--- src/rtl/dcache.sv ---
// rtl/dcache.sv - 8-line direct-mapped write-back, write-allocate data cache
// Blocks are 4 bytes; misses refill through a single-block memory port.
module dcache (
    input  logic        CLK,
    input  logic        RESET,
    input  logic        read,
    input  logic        write,
    input  logic [7:0]  address,
    input  logic [7:0]  writedata,
    output logic [7:0]  readdata,
    output logic        busywait,
    output logic        mem_read,
    output logic        mem_write,
    output logic [5:0]  mem_address,
    output logic [31:0] mem_writedata,
    input  logic [31:0] mem_readdata,
    input  logic        mem_busywait
);

    typedef enum logic [1:0] {IDLE, WRITEBACK, FETCH} state_t;

    state_t      state, next_state;
    logic [7:0]  valid, dirty;
    logic [2:0]  tag_mem  [8];
    logic [31:0] data_mem [8];
    logic        first_cycle;

    logic [2:0]  tag, index;
    logic [1:0]  offset;
    logic        hit, access;
    logic [31:0] line_data;
    logic [7:0]  sel_byte;

    assign tag       = address[7:5];
    assign index     = address[4:2];
    assign offset    = address[1:0];
    assign line_data = data_mem[index];
    assign hit       = valid[index] && (tag_mem[index] == tag);
    assign access    = read | write;
    assign busywait  = access && !(state == IDLE && hit);

    always_comb begin
        sel_byte = line_data[7:0];
        case (offset)
            2'd1:    sel_byte = line_data[15:8];
            2'd2:    sel_byte = line_data[23:16];
            2'd3:    sel_byte = line_data[31:24];
            default: sel_byte = line_data[7:0];
        endcase
    end

    // A simultaneous read and write is a store, so it returns no load data.
    assign readdata = (read && !write && hit) ? sel_byte : 8'h00;

    always_comb begin
        next_state    = state;
        mem_read      = 1'b0;
        mem_write     = 1'b0;
        mem_address   = {tag, index};
        mem_writedata = line_data;
        case (state)
            IDLE: begin
                if (access && !hit)
                    next_state = (valid[index] && dirty[index]) ? WRITEBACK : FETCH;
            end
            WRITEBACK: begin
                mem_write   = 1'b1;
                mem_address = {tag_mem[index], index};
                if (!first_cycle && !mem_busywait)
                    next_state = FETCH;
            end
            FETCH: begin
                mem_read = 1'b1;
                if (!first_cycle && !mem_busywait)
                    next_state = IDLE;
            end
            default: next_state = IDLE;
        endcase
    end

    // first_cycle masks a stale low mem_busywait seen on the edge ending the entry cycle.
    always_ff @(posedge CLK) begin
        if (RESET) begin
            state       <= IDLE;
            valid       <= 8'h00;
            dirty       <= 8'h00;
            first_cycle <= 1'b0;
        end else begin
            state       <= next_state;
            first_cycle <= (next_state != state);
            if (state == FETCH && next_state == IDLE) begin
                data_mem[index] <= mem_readdata;
                tag_mem[index]  <= tag;
                valid[index]    <= 1'b1;
                dirty[index]    <= 1'b0;
            end else if (state == IDLE && write && hit) begin
                data_mem[index][{offset, 3'b000} +: 8] <= writedata;
                dirty[index] <= 1'b1;
            end
        end
    end

endmodule

--- config.mk ---
export PLATFORM = sky130hd
export DESIGN_NAME = dcache
export DESIGN_NICKNAME = d
export VERILOG_FILES = /design/src/rtl/dcache.sv
export SDC_FILE = /design/constraint.sdc
export NUM_CORES = 1
export LEC_CHECK = 0
export CAP_MARGIN = 20
export CORE_UTILIZATION = 55
export DETAILED_ROUTE_END_ITERATION = 8
export PLACE_DENSITY_LB_ADDON = 0.05
export SKIP_LAST_GASP = 1
export SYNTH_ARGS = -nofsm -noshare
export SYNTH_HDL_FRONTEND = slang
export SYNTH_SLANG_ARGS = --single-unit
--- constraint.sdc ---
create_clock -name CLK -period 5.02 [get_ports CLK]
set_clock_uncertainty 0.15 [all_clocks]
set_input_delay 1.255 -clock CLK [delete_from_list [all_inputs] [get_ports CLK]]
set_output_delay 1.255 -clock CLK [all_outputs]
set_load 0.05 [all_outputs]
* Word level (Yosys, flattened, before mapping)
Memories as Yosys holds them, arrays and structs flattened. Cells that the tools add are included.
Storage, ports and cells: bits in registers 19, bits in writable memories 280, input port bits 53, output and inout port bits 49, word-level logic and storage cells 132, memories kept 2
Operators by class: add/subtract/negate cells 1, magnitude comparators 2, equal/unequal tests 7, shift-type cells 2, multiplexer cells 57, bitwise operators 37, reduce and logical (&&, ||, !) cells 20
Memories:
- data_mem | depth 8, bits a word 32, read ports 1, clocked after Yosys merged registers in 0, write ports 1, RTL line 25 | logic [31:0] data_mem [8];
- tag_mem | depth 8, bits a word 3, read ports 1, clocked after Yosys merged registers in 0, write ports 1, RTL line 24 | logic [2:0] tag_mem [8];
Operators with widths (number):
- two-way mux 1 bit | 43
- bitwise OR 1 bit | 33
- two-way mux 32 bit | 1
- variable shift 8 x 7 -> 32 bit (first input constant) | 1
- variable part select 8 x 7 -> 32 bit | 1
- two-way mux 8 bit | 3
- one-hot mux 8 bit (3 select lines) | 1
- bitwise OR 8 bit | 2
- logical AND 1 bit | 12
- bitwise AND 8 bit | 1
- two-way mux 2 bit | 4
- NOT 8 bit | 1
- negator 5 -> 7 bit | 1
- binary-select mux 1 bit (select 3 bit) | 2
- equality test 2 bit (second input constant) | 3
- two-way mux 6 bit | 1
- one-hot mux 2 bit (3 select lines) | 1
- logical NOT 1 bit | 5
- equality test 2 x 1 -> 1 bit (second input constant) | 2
- logical NOT 2 bit | 2
- < comparator 3 x 4 -> 1 bit (second input constant) | 1
- demux 1 bit (select 3 bit) | 1
- equality test 3 bit | 1
- greater-or-equal comparator 3 x 1 -> 1 bit (second input constant) | 1
- other kinds (2) | 2

* Depth between registers and ports, before layout
word-level depth 13, gate-level depth with buffers 11

* Worst setup path after synthesis
Ideal clock, no wire load.
path type input to output, start point in address[2], end point out readdata[6], arrival 4.890 ns, required time 3.615 ns, slack -1.275 ns, stages on the path 9, cells stage by stage buf_6 buf_12 buf_6 buf_4 nor2_1 a221oi_1 o21ai_0 a21oi_1 a211oi_1
On the way: elaborated cells on any way between the ends 9
RTL lines:
- start, declared | RTL line 8 | input logic [7:0] address,
- memory read (8 x 32 bit)
- named net mem_writedata[14] | RTL line 15 | output logic [31:0] mem_writedata,
- one-hot mux 8 bit (3 select lines) | RTL line 44 | case (offset)
- two-way mux 8 bit | RTL line 53 | assign readdata = (read && !write && hit) ? sel_byte : 8'h00;
- end, declared | RTL line 10 | output logic [7:0] readdata,
The timed path passes the listed nets, and every way through them passes these cells. The select of a mux whose other input is x is not followed.

* Final worst setup path
start point in address[2], end point out readdata[1]
On the way: word-level cells in the longest chain between the ends 5, elaborated cells on any way between the ends 9
RTL lines:
- memory read (8 x 3 bit) or binary-select mux 1 bit (select 3 bit) (tied branches)
- equality test 3 bit or two-way mux 1 bit (tied branches) | RTL line 38 | assign hit = valid[index] && (tag_mem[index] == tag);
- logical AND 1 bit | RTL line 38
- logical AND 1 bit | RTL line 53
- two-way mux 8 bit (*) | RTL line 53
Mark *: on every way between the ends. The rest lies on a longest branch, timed or not. The select of a mux whose other input is x is not followed.

==> flow_metrics.env <==
export IMPL_syn_area_per_cell_um2=14.82
export IMPL_ios=102
export IMPL_cp_max_fo=22
export IMPL_yosys_area_share_simple_pct=7.110
export IMPL_core_area_mm2=0.02285
export IMPL_p_sw_share_pct=23.66
export IMPL_ys_ff_latch=299
export IMPL_cp_cell_sequence="buf_6 > buf_12 > mux4_2 > nand2_1 > nand2_1 > a222oi_1 > and2_1 > a211oi_2 > buf_12"
export IMPL_post_route_util_pct=70.08
export IMPL_firstDrtPassIters=6
export IMPL_layout_common_cells="edfxtp_1, buf_4, nand2_1"
export IMPL_hold_viol=0
export IMPL_dr_first_iter_drc_count=880
export IMPL_viasPerCell=6.059
export IMPL_peakVddDrop_mv=0.3095
export IMPL_syn_inst=873
export IMPL_max_slew_margin_rel_pct=49.55
export IMPL_clk_latency_ps=550
export IMPL_p_int_mw=4.350
export IMPL_synth_xor_area_share_pct=0.1354
export IMPL_holdPathStages=2
export IMPL_grt_pass1_wl_um=51390
export IMPL_cts_root_buf="clkbuf_16"
export IMPL_die_w_um=155.4
export IMPL_die_area_mm2=0.02413
export IMPL_synth_edf_count=280
export IMPL_ctsLongestPathBuffers=3
export IMPL_antenna_found_initial=0
export IMPL_hold_class="reg2reg"
export IMPL_crit_path_top_delay_cell="a222oi_1"
export IMPL_p_seq_share_pct=48.8
export IMPL_path_depth=9
export IMPL_cts_clk_slew_worst_paths_ps=60
export IMPL_grt_overflow_total=0
export IMPL_wl_per_cell_um=24.85
export IMPL_syn_area_mm2=0.01293
export IMPL_die_h_um=155.4
export IMPL_fillers=1617
export IMPL_numCtsBuffers=30
export IMPL_period_share_pct=97.94
export IMPL_diodes=0
export IMPL_pre_cts_ws_ps=36.73
export IMPL_synthAdderAreaFrac_pct=0.4837
export IMPL_synth_top_family_by_area="multiplexers"
export IMPL_slew_violations=0
export IMPL_start_util_pct=56.61
export IMPL_yosys_cell_types_count=52
export IMPL_synth_compound_area_share_pct=8.455
export IMPL_clockPowerShare_pct=39.0
export IMPL_htree_levels=1
export IMPL_power_per_cell_area_mw_per_mm2=355.9
export IMPL_ys_seq_area_share_pct=67.95
export IMPL_ant_nets=0
export IMPL_route_vias_total=8337
export IMPL_end_kind="output port"
export IMPL_switchingPower_mw=1.348
export IMPL_grt_max_degree=34
export IMPL_drive_gt1_share_pct=24.84
export IMPL_synth_mux_area_share_pct=12.02
export IMPL_drc=0
export IMPL_cp_arrival_ps=3510
export IMPL_syn_num_nets=931
export IMPL_fin_area_mm2=0.01601
export IMPL_cts_setup_buffers=0
export IMPL_routed_top_layer="met4"
export IMPL_wl_met1_um=13630
export IMPL_cpPeakStageDelay_ps=530
export IMPL_fin_crit_ps=4916
export IMPL_cts_tree="yes"
export IMPL_io_buffer_count=101
export IMPL_critPathKind="in2out"
export IMPL_fmax_mhz=203.4
export IMPL_met2_length_um=16630
export IMPL_status="complete, no violations"
export IMPL_layout_nets=1098
export IMPL_finalSetupViolCount=0
export IMPL_crit_buf_inv=3
export IMPL_gp_congestion=0.8820
export IMPL_pwr_share_comb_pct=12.2
export IMPL_cap_violations=0
export IMPL_final_common_cell="edfxtp_1"
export IMPL_yosys_warnings=0
export IMPL_grt_usage_pct=29.18
export IMPL_grt_pass1_vias=8455
export IMPL_cp_top_family="buffers and inverters"
export IMPL_worstRegToRegCells=6
export IMPL_dpl_cell_area_mm2=0.01501
export IMPL_synth_flop_cell="edfxtp_1"
export IMPL_finalWirelength_um=34200
export IMPL_startpoint_type="input port"
export IMPL_rows=55
export IMPL_setup_slack_ps=103.6
export IMPL_power_leakage_nw=5.582
export IMPL_syn2layout_area_growth_pct=23.79
export IMPL_synthArstFlopShare_pct=0
export IMPL_dp_hpwl_um=23520
export IMPL_crit_required_ps=3620
export IMPL_rsz0062_at_grt="false"
export IMPL_route_met3_wl_um=2953
export IMPL_clock_sinks=299
export IMPL_tightest_slew_ps=735.7
[sequential cells by signal, indices dropped and copies added, names as in the netlist, named ones only]
register	flops
data_mem	256
first_cycle	1
state	2
tag_mem	24
valid	8
[power groups by stage]
stage | Clock, mW | Combinational (mW) | Sequential (mW)
2_1_floorplan | 0 | 0.401 | 2.82
3_5_place_dp | 0 | 0.686 | 2.83
3_3_place_gp | 0 | 0.675 | 2.83
5_1_grt | 2.34 | 0.729 | 2.78
4_1_cts | 2.24 | 0.689 | 2.78
6_report | 2.22 | 0.694 | 2.78
[worst reg2reg max path, delay by kind of cell, from the launching register on]
kind	cells	cell delay (ps)
compound gates	2	470
flops	1	360
mux	2	880
simple gates	2	890
[worst paths after layout]
| check | from | to | slack [ps] |
|---|---|---|---|
| setup / recovery | address[2] | readdata[1] | 100 |
| hold / removal | valid[2]$_SDFFE_PP0N_ | valid[2]$_SDFFE_PP0N_ | 320 |
| setup reg to reg | tag_mem[0][1]$_DFFE_PP_ | data_mem[5][29]$_DFFE_PP_ | 1990 |
| hold reg to reg | valid[2]$_SDFFE_PP0N_ | valid[2]$_SDFFE_PP0N_ | 320 |
[through the flow]
| step | hold WS [ps] | total power [mW] | cells | TNS (ps) |
|---|---|---|---|---|
| 2_1_floorplan | 279.7 | 3.223 | 873 | -1183 |
| 3_3_place_gp | 295.6 | 3.505 | 1321 | 0 |
| 3_5_place_dp | 310.6 | 3.519 | 1321 | 0 |
| 4_1_cts | 324.5 | 5.711 | 1376 | 0 |
| 5_1_grt | 339.8 | 5.849 | 1376 | 0 |
| 6_report | 322.9 | 5.698 | 1376 | 0 |
[routing by layer]
| layer | global-route usage, % | vias to the layer above |
|---|---|---|
| met5 | 0 | - |
| met3 | 4.596 | 73 |
| met2 | 47.38 | 440 |
| li1 | - | 3710 |
| met1 | 40.62 | 4114 |
| met4 | 9.617 | 0 |
[synth_stat cells (7+ instances only)]
cell / instances / area [um2]
and2_1: 8 / 50.05
o21ai_0: 17 / 85.08
clkbuf_1: 24 / 90.09
edfxtp_1: 280 / 8408
buf_2: 13 / 65.06
nor2b_1: 7 / 43.79
nor3_1: 8 / 40.04
dfxtp_1: 19 / 380.4
mux2_2: 31 / 349.1
o22ai_1: 9 / 56.30
a211oi_1: 9 / 67.56
a21oi_1: 43 / 215.2
a221o_1: 19 / 190.2
a22oi_1: 9 / 67.56
nand2_1: 100 / 375.4
a221oi_1: 19 / 166.4
nor2_1: 38 / 142.6
buf_6: 8 / 90.09
a222oi_1: 7 / 70.07
mux4_2: 31 / 698.2
nand3b_1: 10 / 75.07
inv_1: 47 / 176.4
mux2i_1: 48 / 480.5
nand3_1: 10 / 50.05
[final cells by class]
| cell class | count | area, um2 | area share (%) |
|---|---|---|---|
| Sequential cell | 299 | 8788 | 54.89 |
| Multi-Input combinational cell | 471 | 3751 | 23.43 |
| Timing Repair Buffer | 190 | 1914 | 11.96 |
| Clock buffer | 34 | 787.0 | 4.916 |
| Tap cell | 313 | 391.6 | 2.446 |
| Clock inverter | 21 | 197.7 | 1.235 |
| Inverter | 48 | 180.2 | 1.125 |
[repair_timing]
item,CTS,global route
gates resized for setup,0,4
hold buffers,0,0
endpoints found under the setup margin,0,7
endpoints found under the hold margin,0,0
[cell families (layout without fill, tap and decap cells)]
| group | Yosys count | in the layout |
|---|---|---|
| compound gates | 153 | 153 |
| fa+ha+maj | 5 | 5 |
| buf+inv | 103 | 293 |
| xor+xnor | 2 | 2 |
| flops | 299 | 299 |
| simple gates | 199 | 199 |
| mux | 112 | 112 |
Power figures use the tool's default switching activity.
